<file path="config.mk">
export PLATFORM = sky130hd
export DESIGN_NAME = elastic_pipeline_buffer
export DESIGN_NICKNAME = d
export VERILOG_FILES = /design/src/rtl/elastic_pipeline_buffer.sv
export SDC_FILE = /design/constraint.sdc
export NUM_CORES = 1
export LEC_CHECK = 0
export BUFFER_PORTS_ARGS = -buffer_cell sky130_fd_sc_hd__buf_2
export CAP_MARGIN = 40
export CORE_MARGIN = 2
export CORE_UTILIZATION = 53
export CTS_BUF_LIST = sky130_fd_sc_hd__clkbuf_2 sky130_fd_sc_hd__clkbuf_4 sky130_fd_sc_hd__clkbuf_8
export DETAILED_ROUTE_END_ITERATION = 12
export GPL_ROUTABILITY_DRIVEN = 0
export PLACE_DENSITY = 0.79
export SETUP_SLACK_MARGIN = 0.1
export SLEW_MARGIN = 10
export SYNTH_ARGS = -nofsm -noshare
export SYNTH_HDL_FRONTEND = slang
export SYNTH_SLANG_ARGS = --single-unit
</file>
<file path="constraint.sdc">
create_clock -name clk -period 1.95 [get_ports clk]
set_input_delay 0.0975 -clock clk [delete_from_list [all_inputs] [get_ports clk]]
set_output_delay 0.0975 -clock clk [all_outputs]
set_load 0.02 [all_outputs]
</file>
<file path="src/rtl/elastic_pipeline_buffer.sv">
// elastic_pipeline_buffer
// DEPTH-entry circular FIFO with registered in_ready/out_valid/almost_full,
// synchronous flush and asynchronous active-low reset. No combinational path
// exists from out_ready to in_ready or from the input side to the output side.
module elastic_pipeline_buffer #(
  parameter int unsigned DATA_WIDTH   = 8,
  parameter int unsigned DEPTH        = 4,
  parameter int unsigned AFULL_THRESH = DEPTH - 1
) (
  input  logic                         clk,
  input  logic                         rst_n,
  input  logic                         flush,
  input  logic                         in_valid,
  output logic                         in_ready,
  input  logic [DATA_WIDTH-1:0]        in_data,
  output logic                         out_valid,
  input  logic                         out_ready,
  output logic [DATA_WIDTH-1:0]        out_data,
  output logic [$clog2(DEPTH+1)-1:0]   count,
  output logic                         almost_full
);

  localparam int unsigned PTR_W = (DEPTH > 1) ? $clog2(DEPTH) : 1;
  localparam int unsigned CNT_W = $clog2(DEPTH + 1);

  localparam logic [PTR_W-1:0] LAST_PTR  = PTR_W'(DEPTH - 1);
  localparam logic [CNT_W-1:0] FULL_CNT  = CNT_W'(DEPTH);
  localparam logic [CNT_W-1:0] AFULL_CNT = CNT_W'(AFULL_THRESH);

  logic [DATA_WIDTH-1:0] mem_q [DEPTH];

  logic [PTR_W-1:0] wr_ptr_q, wr_ptr_d;
  logic [PTR_W-1:0] rd_ptr_q, rd_ptr_d;
  logic [CNT_W-1:0] count_q,  count_d;
  logic             in_ready_q,  in_ready_d;
  logic             out_valid_q, out_valid_d;
  logic             afull_q,     afull_d;

  logic push;
  logic pop;

  // Pointer advance with wrap at DEPTH-1 (DEPTH need not be a power of two)
  function automatic logic [PTR_W-1:0] next_ptr(input logic [PTR_W-1:0] p);
    return (p == LAST_PTR) ? '0 : p + 1'b1;
  endfunction

  // Handshakes qualified by the registered flags only
  always_comb begin
    push = in_valid & in_ready_q;
    pop  = out_valid_q & out_ready;
  end

  // Next-state for pointers, occupancy and the registered status flags.
  // Flags are derived from count_d so they are already valid the cycle
  // after the edge, keeping outputs pure flop values.
  always_comb begin
    wr_ptr_d = wr_ptr_q;
    rd_ptr_d = rd_ptr_q;
    count_d  = count_q;
    if (flush) begin
      wr_ptr_d = '0;
      rd_ptr_d = '0;
      count_d  = '0;
    end else begin
      if (push) wr_ptr_d = next_ptr(wr_ptr_q);
      if (pop)  rd_ptr_d = next_ptr(rd_ptr_q);
      unique case ({push, pop})
        2'b10:   count_d = count_q + 1'b1;
        2'b01:   count_d = count_q - 1'b1;
        default: count_d = count_q;
      endcase
    end
    in_ready_d  = (count_d != FULL_CNT);
    out_valid_d = (count_d != '0);
    afull_d     = (count_d >= AFULL_CNT);
  end

  // Control state: pointers, occupancy and registered handshake flags
  always_ff @(posedge clk or negedge rst_n) begin
    if (!rst_n) begin
      wr_ptr_q    <= '0;
      rd_ptr_q    <= '0;
      count_q     <= '0;
      in_ready_q  <= 1'b1;
      out_valid_q <= 1'b0;
      afull_q     <= 1'b0;
    end else begin
      wr_ptr_q    <= wr_ptr_d;
      rd_ptr_q    <= rd_ptr_d;
      count_q     <= count_d;
      in_ready_q  <= in_ready_d;
      out_valid_q <= out_valid_d;
      afull_q     <= afull_d;
    end
  end

  // Storage: cleared on reset so out_data reads zero; flush leaves contents
  always_ff @(posedge clk or negedge rst_n) begin
    if (!rst_n) begin
      for (int unsigned i = 0; i < DEPTH; i++) begin
        mem_q[i] <= '0;
      end
    end else if (push && !flush) begin
      mem_q[wr_ptr_q] <= in_data;
    end
  end

  // Head entry is read straight from the storage flops
  always_comb begin
    out_data = mem_q[rd_ptr_q];
  end

  always_comb begin
    in_ready    = in_ready_q;
    out_valid   = out_valid_q;
    count       = count_q;
    almost_full = afull_q;
  end

endmodule
</file>
* After elaboration in Yosys (flattened, before gate mapping)
Index checks and enable logic that the tools add are counted.
Storage, ports and cells: flip-flop bits (word level) 42, bits in latches 0, memory bits (writable) 0, ROM bits 0, bits of input ports 13, output and inout bits 14, word-level logic and storage cells 47, memories 0
Cells by class: add/sub/neg operators 4, $mul 0, divide/modulo/power cells 0, magnitude comparators 4, equal/unequal tests 5, shifts and indexed selects 0, mux-type cells 14, bitwise gates (word level) 4, reduce and logical (&&, ||, !) cells 6
Operators by type and width (count):
- 32-bit bitwise mux | 1
- 8-bit 2-to-1 mux | 3
- 8-bit binary-select mux with 2-bit select | 1
- 8-bit demux with 2-bit select | 1
- 2-bit 2-to-1 mux | 6
- 2-bit equality test, second input constant | 3
- 3-bit >= comparator, second input constant | 2
- 2-bit NOT with 3-bit output | 2
- 3-bit case mux with 2 select lines | 1
- 2-bit by 1-bit adder with 2-bit output, second input constant | 2
- 2-bit nonzero test | 2
- 3-bit by 1-bit adder with 3-bit output, second input constant | 1
- 3-bit by 2-bit >= comparator with 1-bit output, second input constant | 1
- 3-bit by 1-bit < comparator with 1-bit output, second input constant | 1
- 3-bit 2-to-1 mux | 1
- 3-bit inequality test, second input constant | 1
- 3-bit nonzero test | 1
- 3-bit by 1-bit subtractor with 3-bit output, second input constant | 1
- 1-bit AND | 2
- 2-bit by 1-bit equality test with 1-bit output, second input constant | 1
- 1-bit logical AND | 2
- 1-bit logical NOT | 1

* Logic depth before layout (Yosys ltp)
Gate-level depths: netlist of the first run.
depth in word-level cells 6, mapped depth 6, mapped depth without buffers 6

* Worst setup path after synthesis of the first run
No wires, ideal clock.
path type flip-flop to flip-flop, start point reg in_ready_q (netlist: in_ready), end point reg in_ready_q (netlist: in_ready), library setup time 77 ps, arrival 2055 ps, required time 1873 ps, setup slack -182 ps, cell stages (with the launch flop) 7, path buffers 0, period minus slack after synthesis 2132 ps, path through dfstp_2 nand2_1 ha_1 fa_1 xnor2_1 or4_4 a21bo_1
Between the ends: word-level cells in the longest chain between the ends 5, elaborated cells on any way between the ends 6, those cells by class eq/ne: 3; mux: 2; bitwise: 1
RTL lines:
- from (decl) | RTL line 35 | logic in_ready_q, in_ready_d;
- from (signal assigned) | RTL line 91 | in_ready_q <= in_ready_d;
- 1-bit AND * | RTL line 49 | push = in_valid & in_ready_q;
- 2-bit by 1-bit equality test with 1-bit output / 2-bit equality test (equally long branches) | RTL line 67 | unique case ({push, pop})
- 3-bit case mux with 2 select lines * | RTL line 67
- 3-bit 2-to-1 mux * | RTL line 60 | if (flush) begin
- 3-bit inequality test * | RTL line 73 | in_ready_d = (count_d != FULL_CNT);
- net in_ready_d | RTL line 35
The timed path passes the listed nets; every way through them passes the cells marked *. A chain may end at the register's enable or synchronous reset.

* Final worst setup path of the first run
Ends and elaborated chain as after synthesis.

==> summary.md, run 1 <==
| Metric | Value |
|---|---|
| Main combinational cell family by area after synthesis | multiplexers |
| Via Count | 1198 |
| Total gr overflow | 0 |
| Hold Slack | 66.70 ps |
| Fin. max-slew vios | 0 |
| XOR/XNOR Fraction of Synth Area | 1.795% |
| Die Y | 64.69 µm |
| First-pass GRT wire length | 6127 µm |
| Initial drt markers | 52 |
| Violated checks | setup timing |
| Sequential fraction of the synthesis area | 53.91% |
| Worst Hold Class | in -> reg |
| CP startpoint kind | flip-flop |
| Post-route ant nets | 0 |
| Antenna violations before repair | 0 |
| Min Clock Period, post-route | 1979 ps |
| DR vias/cell | between 5 and 6 |
| RSZ-0062 raised after global routing | true |
| Status | complete, but fails checks |
| Die span in x | 64.69 µm |
| DRC | 0 |
| Die Area | 4184 µm² |
| Met3 Wirelength | 134 µm |
| CORE AREA | 3606 µm² |
| Largest net degree at the start of global routing | 31 |
| Core Rows | 22 |
| Syn avg cell area | 15.25 µm² |
| Initial Util | 54.13% |
| Root Driver | clkbuf_8 |
| CTS tree | yes |
| Multi-input logic area | ~900 µm² |
| Final core utilization | 65.30% |
| Drt total wl | 3598 µm |
| Met1 WL | 1389 µm |
| P per Cell Area | 1352 nW/µm² |
| Synth Register Bits | 42 |
| Worst Max-Slew Pin Slew | roughly 430 ps |
| Static Leakage | 1.138 nW |
| Mux contribution to synthesized area | 28.72% |
| MaxCap Viol Count | 0 |
| CTS Buf Count | 5 |
| Avg WL per Cell | 16.50 µm |
| Met2 wire len | 1966 µm |
| Max FO, Critical Path | 4 |
| # diodes | 0 |
| Finished Layout Cells | 218 |
| Slew HR | 71.53% |
| Post-synth top area share | 52.56% |
| Post-Syn Nets | 147 |
| Highest metal used | met4 |
| Vias in the first global route | ~1.3k |
| Slowest CP cell | dfstp_2 |
| Worst vdd ir | between 0.9 and 1 mV |
| Final hold vios | 0 |
| Synth top area cells | dfrtp_1 53%, mux2_2 16%, mux4_2 9.2% |
| Inst Count DP | about 200 |
| Max clock buf depth | 2 |
| Post-Synth Adder-Cell Area | under 10% |
| Worst EP required | 2170 ps |
| Port Buffers | 26 |
| Final setup viols | 2 |
| Worst setup path class | reg -> reg |
| Netlist Area Pre-Place | 1952 µm² |
| Clock slew at reported path FFs | roughly 70 ps |
| Total GRT Usage | 20.16% |
| CTS H-tree depth | 2 |
| Crit path max-delay family | flip-flops |
| Clock Skews | 3.764 ps |
| Ys Warns | 0 |
| Final worst setup slack | -29.48 ps |
| Critical-path cell list | nand2_4, ha_4, fa_2, xnor2_2, or4_4, a21bo_1 |
| CP endpoint kind | flip-flop |
| Area growth syn-to-layout | 20.64% |
| Mapped Cells | around 130 |
| Bufs and invs on worst path | 0 |
| Synth Area in Compound Gates | slightly above 1% |
| Period utilization | 101.5% |
| Clk_lat worst skew | 290 ps |
| Dpl hpwl | 2632 µm |
| Fmax achieved | between 500 and 600 MHz |
| Fillers | 271 |
| Ports | 27 |
| Final #Nets | 188 |
| Synth Area in Simple Gates | approximately 8.3% |
| Post-synth cell types | 27 |
| Area leader, netlist | dfrtp_1 |
| Worst path max stage delay | 560 ps |
| Clock sink count | 42 |
| Initial DRT Pass Iterations | 3 |
| Register area | 1054 µm² |
| Share of post-route cells with drive strength above 1 | between 50 and 60% |
| Worst Path Arrival | 2200 ps |
## per-stage QoR
step	area (µm²)	power (mW)	setup slack (ps)	TNS [ps]
after floorplan	1974	2.170	-40.34	-45.44
after global placement	2156	2.413	31.14	0
after detailed placement	2176	2.519	-18.99	-29.32
after CTS	2335	3.161	-30.66	-30.66
after global routing	2355	3.386	-94.61	-170.4
final	2355	3.183	-29.48	-33.16
## state kept, by name, indices dropped and copies added, names as in the netlist
signal	count
wr_ptr_q	2
in_ready	1
count	3
rd_ptr_q	2
out_valid	1
mem_q	32
almost_full	1
## metal layers
| metal | up-vias | GRT usage [%] |
|---|---|---|
| met2 | 26 | 36.98 |
| met4 | 0 | 10.64 |
| li1 | 540 | - |
| met5 | - | 0 |
| met1 | 621 | 21.73 |
| met3 | 11 | 4.167 |
## placed cells by master, fill, tap and decap left out, types with 2 or more instances in the layout
cell type	synthesis	layout
nand3_1	4	3
mux2_2	28	28
buf_2	1	26
mux2_1	4	4
inv_1	2	2
mux4_2	8	8
xor2_1	2	2
nor3b_1	2	2
ha_1	5	4
or3_1	2	2
buf_4	0	10
nand2_1	3	2
dfrtp_1	41	40
clkbuf_8	0	6
nor2_1	6	6
nand2_4	4	5
## kinds of logic after synthesis
logic type	Yosys count
flops	42
mux	42
buf+inv	6
simple gates	25
xor+xnor	4
fa+ha+maj	6
compound gates	3
## where the power goes
group | internal (mW) | switching (mW)
clock | 0.299 | 0.274
sequential | 1.19 | 0.193
combinational | 0.676 | 0.554
## cell type report
type,instances,area share (%)
clock buffers,7,3.826
flip-flops and latches,42,44.74
repair buffers,38,9.989
clock inverters,1,0.2125
multi-input cells,80,38.36
inverters,2,0.3188
well taps,48,2.550
## synth_stat cells
master     n
mux4_2     8
a21oi_1    1
nor2_1     6
o21ai_0    1
buf_6      2
mux2_2    28
nand2_4    4
fa_1       1
inv_1      2
xnor2_1    2
nor3b_1    2
mux2_1     4
nand2_1    3
clkbuf_1   1
mux2i_1    2
dfstp_2    1
or4_4      1
a21bo_1    1
buf_2      1
nand3_1    4
or3_1      2
ha_1       5
and3b_2    1
dfrtp_1   41
and2b_2    1
and2_1     1
xor2_1     2
## path summary, 6_finish.rpt
path                       slack (ps)                  start  cells past startpoint                      end
setup / recovery                  -30     in_ready$_DFF_PN1_                      6       in_ready$_DFF_PN1_
hold / removal                     70             in_data[1]                      2     mem_q[9]$_DFFE_PN0P_
setup reg to reg                  -30     in_ready$_DFF_PN1_                      6       in_ready$_DFF_PN1_
hold reg to reg                   510  mem_q[10]$_DFFE_PN0P_                      1    mem_q[10]$_DFFE_PN0P_
max in group asynchronous        1260                  rst_n                      3  rd_ptr_q[0]$_DFFE_PN0P_
min in group asynchronous         220                  rst_n                      2    mem_q[25]$_DFFE_PN0P_
## repair_timing
item	CTS	global route
pin swaps	2	2
hold buffers	1	0
gates resized for setup	4	2
hold endpoints to repair	18	0
buffers inserted	5	2
endpoints found under the setup margin	4	8
Power figures use the tool's default switching activity.
==> run 2: changes to the inputs <==
--- a/config.mk
+++ b/config.mk
@@ -7,13 +7,14 @@
 export LEC_CHECK = 0
 export BUFFER_PORTS_ARGS = -buffer_cell sky130_fd_sc_hd__buf_2
 export CAP_MARGIN = 40
-export CORE_MARGIN = 2
+export CORE_MARGIN = 3
 export CORE_UTILIZATION = 53
 export CTS_BUF_LIST = sky130_fd_sc_hd__clkbuf_2 sky130_fd_sc_hd__clkbuf_4 sky130_fd_sc_hd__clkbuf_8
 export DETAILED_ROUTE_END_ITERATION = 12
 export GPL_ROUTABILITY_DRIVEN = 0
 export PLACE_DENSITY = 0.79
 export SETUP_SLACK_MARGIN = 0.1
+export SKIP_CTS_REPAIR_TIMING = 1
 export SLEW_MARGIN = 10
 export SYNTH_ARGS = -nofsm -noshare
 export SYNTH_HDL_FRONTEND = slang
==> constraint.sdc (replaced) <==
create_clock -name clk -period 1.95 [get_ports clk]
set_input_delay 0.2925 -clock clk [delete_from_list [all_inputs] [get_ports clk]]
set_output_delay 0.2925 -clock clk [all_outputs]
set_load 0.02 [all_outputs]
==> summary.md, run 2 (synthesized netlist as in run 1, its figures left out) <==
| Metric | Value |
|---|---|
| Post-route ant nets | 0 (unchanged) |
| Clock slew at reported path FFs | 80 ps (was 70 ps) |
| Die Area | 4447 µm² (was 4184 µm²) |
| Die Y | 66.69 µm (was 64.69 µm) |
| Dpl hpwl | 2584 µm (was 2632 µm) |
| Violated checks | setup timing (unchanged) |
| Fmax achieved | 501.4 MHz (was 505.2 MHz) |
| Avg WL per Cell | 17.09 µm (was 16.50 µm) |
| Clk_lat worst skew | 290 ps (about the same) |
| CORE AREA | 3442 µm² (was 3606 µm²) |
| # diodes | 0 (unchanged) |
| Area growth syn-to-layout | 20.06% (was 20.64%) |
| Hold_sp | in_data[3] (was in_data[1]) |
| Max FO, Critical Path | 4 (unchanged) |
| Clock sink count | 42 (unchanged) |
| Status | complete, but fails checks (unchanged) |
| Max clock buf depth | 2 (unchanged) |
| Static Leakage | 1.130 nW (was 1.138 nW) |
| Min Clock Period, post-route | 1994 ps (was 1979 ps) |
| RR Startpoint | in_ready$_DFF_PN1_ (unchanged) |
| Final setup viols | 1 (was 2) |
| CP endpoint kind | flip-flop (unchanged) |
| Final hold vios | 0 (unchanged) |
| Die span in x | 66.69 µm (was 64.69 µm) |
| Worst Max-Slew Pin Slew | 483.4 ps (was 427.0 ps) |
| Placed cell area | 2173 µm² (was 2176 µm²) |
| Root Driver | clkbuf_8 (unchanged) |
| Worst vdd ir | 0.8023 mV (was 0.9507 mV) |
| Initial Util | 56.71% (was 54.13%) |
| Post-Place Setup Slack | -16.33 ps (was -18.99 ps) |
| Worst Hold Class | in -> reg (unchanged) |
| Total gr overflow | 0 (unchanged) |
| Port Buffers | 26 (unchanged) |
| P per Cell Area | 1384 nW/µm² (was 1352 nW/µm²) |
| Initial drt markers | 20 (was 52) |
| RSZ-0062 raised after global routing | true (unchanged) |
| Antenna violations before repair | 0 (unchanged) |
| Clock Skews | 6.823 ps (was 3.764 ps) |
| Reg2reg setup slack | -40 ps (was -30 ps) |
| Drt total wl | 3624 µm (was 3598 µm) |
| Fillers | 270 (was 271) |
| Design area | 2344 µm² (was 2355 µm²) |
| Largest net degree at the start of global routing | 23 (was 31) |
| Final worst setup slack | -44.24 ps (was -29.48 ps) |
| CTS H-tree depth | 2 (unchanged) |
| Period utilization | 102.3% (was 101.5%) |
| CTS tree | yes (unchanged) |
| Total GRT Usage | 19.19% (was 20.16%) |
| First-pass GRT wire length | 6058 µm (was 6127 µm) |
| Commonest non-fill, non-tap cell in the layout | dfrtp_1 (unchanged) |
| Ports | 27 (unchanged) |
| CTS Buf Count | 5 (unchanged) |
| Core Rows | 21 (was 22) |
| DR vias/cell | 5.420 (was 5.495) |
| Fin. max-slew vios | 0 (unchanged) |
| Initial DRT Pass Iterations | 3 (unchanged) |
| MaxCap Viol Count | 0 (unchanged) |
| Slew HR | 67.78% (was 71.53%) |
| Most frequent cells in the layout | 41 x dfrtp_1, 28 x mux2_2, 25 x buf_2 (was 40 x dfrtp_1, 28 x mux2_2, 26 x buf_2) |
| CP startpoint kind | flip-flop (unchanged) |
| Number of flip-flops in the largest register | 32 (unchanged) |
| Vias in the first global route | 1248 (was 1330) |
| Final #Nets | 184 (was 188) |
| Beginning of the critical path | in_ready$_DFF_PN1_ (unchanged) |
| Worst EP required | 2180 ps (was 2170 ps) |
| Worst Path Arrival | 2230 ps (was 2200 ps) |
| Worst setup path class | reg -> reg (unchanged) |
| DRC | 0 (unchanged) |
| Post-route setup TNS | -44.24 ps (was -33.16 ps) |
| Share of post-route cells with drive strength above 1 | 55.42% (was 57.06%) |
| Largest Register | mem_q (unchanged) |
| Via Count | 1149 (was 1198) |
==> run 2: cell count changes in the layout (fill, tap and decap cells not counted), sizes merged <==
cell and delta:
buf -4, bufinv +1, clkbuf -2, clkinv +1
==> run 2: where the power goes <==
part | internal [mW] | total [mW] | switching, mW
registers | 1.19 | 1.38 | 0.190
logic | 0.655 | 1.20 | 0.544
clock network | 0.377 | 0.667 | 0.291
total | 2.22 | 3.24 | 1.03
==> run 2: final cells by class <==
type                    instances  area, µm²  share of cell area (%)
well taps                      46      57.56                   2.456
multi-input cells              80      902.1                   38.49
repair buffers                 34      215.2                   9.183
clock inverters                 3      40.04                   1.708
inverters                       2      7.507                  0.3203
clock buffers                   5      68.82                   2.936
flip-flops and latches         42       1052                   44.90
==> run 2: critical path, stage by stage (launching register included) <==
cell and delay [ps]:
dfstp_2 560, nand2_4 60, ha_4 160, fa_2 350
xnor2_2 150, or4_4 460, a21bo_1 190
==> run 2: per-layer routing <==
metal | up-vias | global-route usage (%) | part of all wire [%]
met4 | 0 | 6.853 | 1.3
met3 | 7 | 6.239 | 5.0
met2 | 23 | 32.55 | 54
li1 | 533 | - | -
met1 | 586 | 22.68 | 40
met5 | - | 0 | 0
==> run 2: worst paths after layout <==
path,to,cells after the start
max in group asynchronous,in_ready$_DFF_PN1_,3
min in group asynchronous,mem_q[12]$_DFFE_PN0P_,2
hold / removal,mem_q[19]$_DFFE_PN0P_,2
setup reg to reg,in_ready$_DFF_PN1_,6
hold reg to reg,mem_q[9]$_DFFE_PN0P_,1
setup / recovery,in_ready$_DFF_PN1_,6
==> run 2: metrics by stage <==
stage / std cells / hold WS [ps] / util (%) / power, mW
2_1_floorplan: 128 / -3.091 / - / 2.170
3_3_place_gp: 200 / 266.0 / 63.14 / 2.425
3_5_place_dp: 200 / 276.8 / 63.14 / 2.507
4_1_cts: 208 / -46.53 / 66.30 / 3.179
5_1_grt: 212 / 263.0 / 68.08 / 3.441
6_report: 212 / 253.2 / 68.08 / 3.243
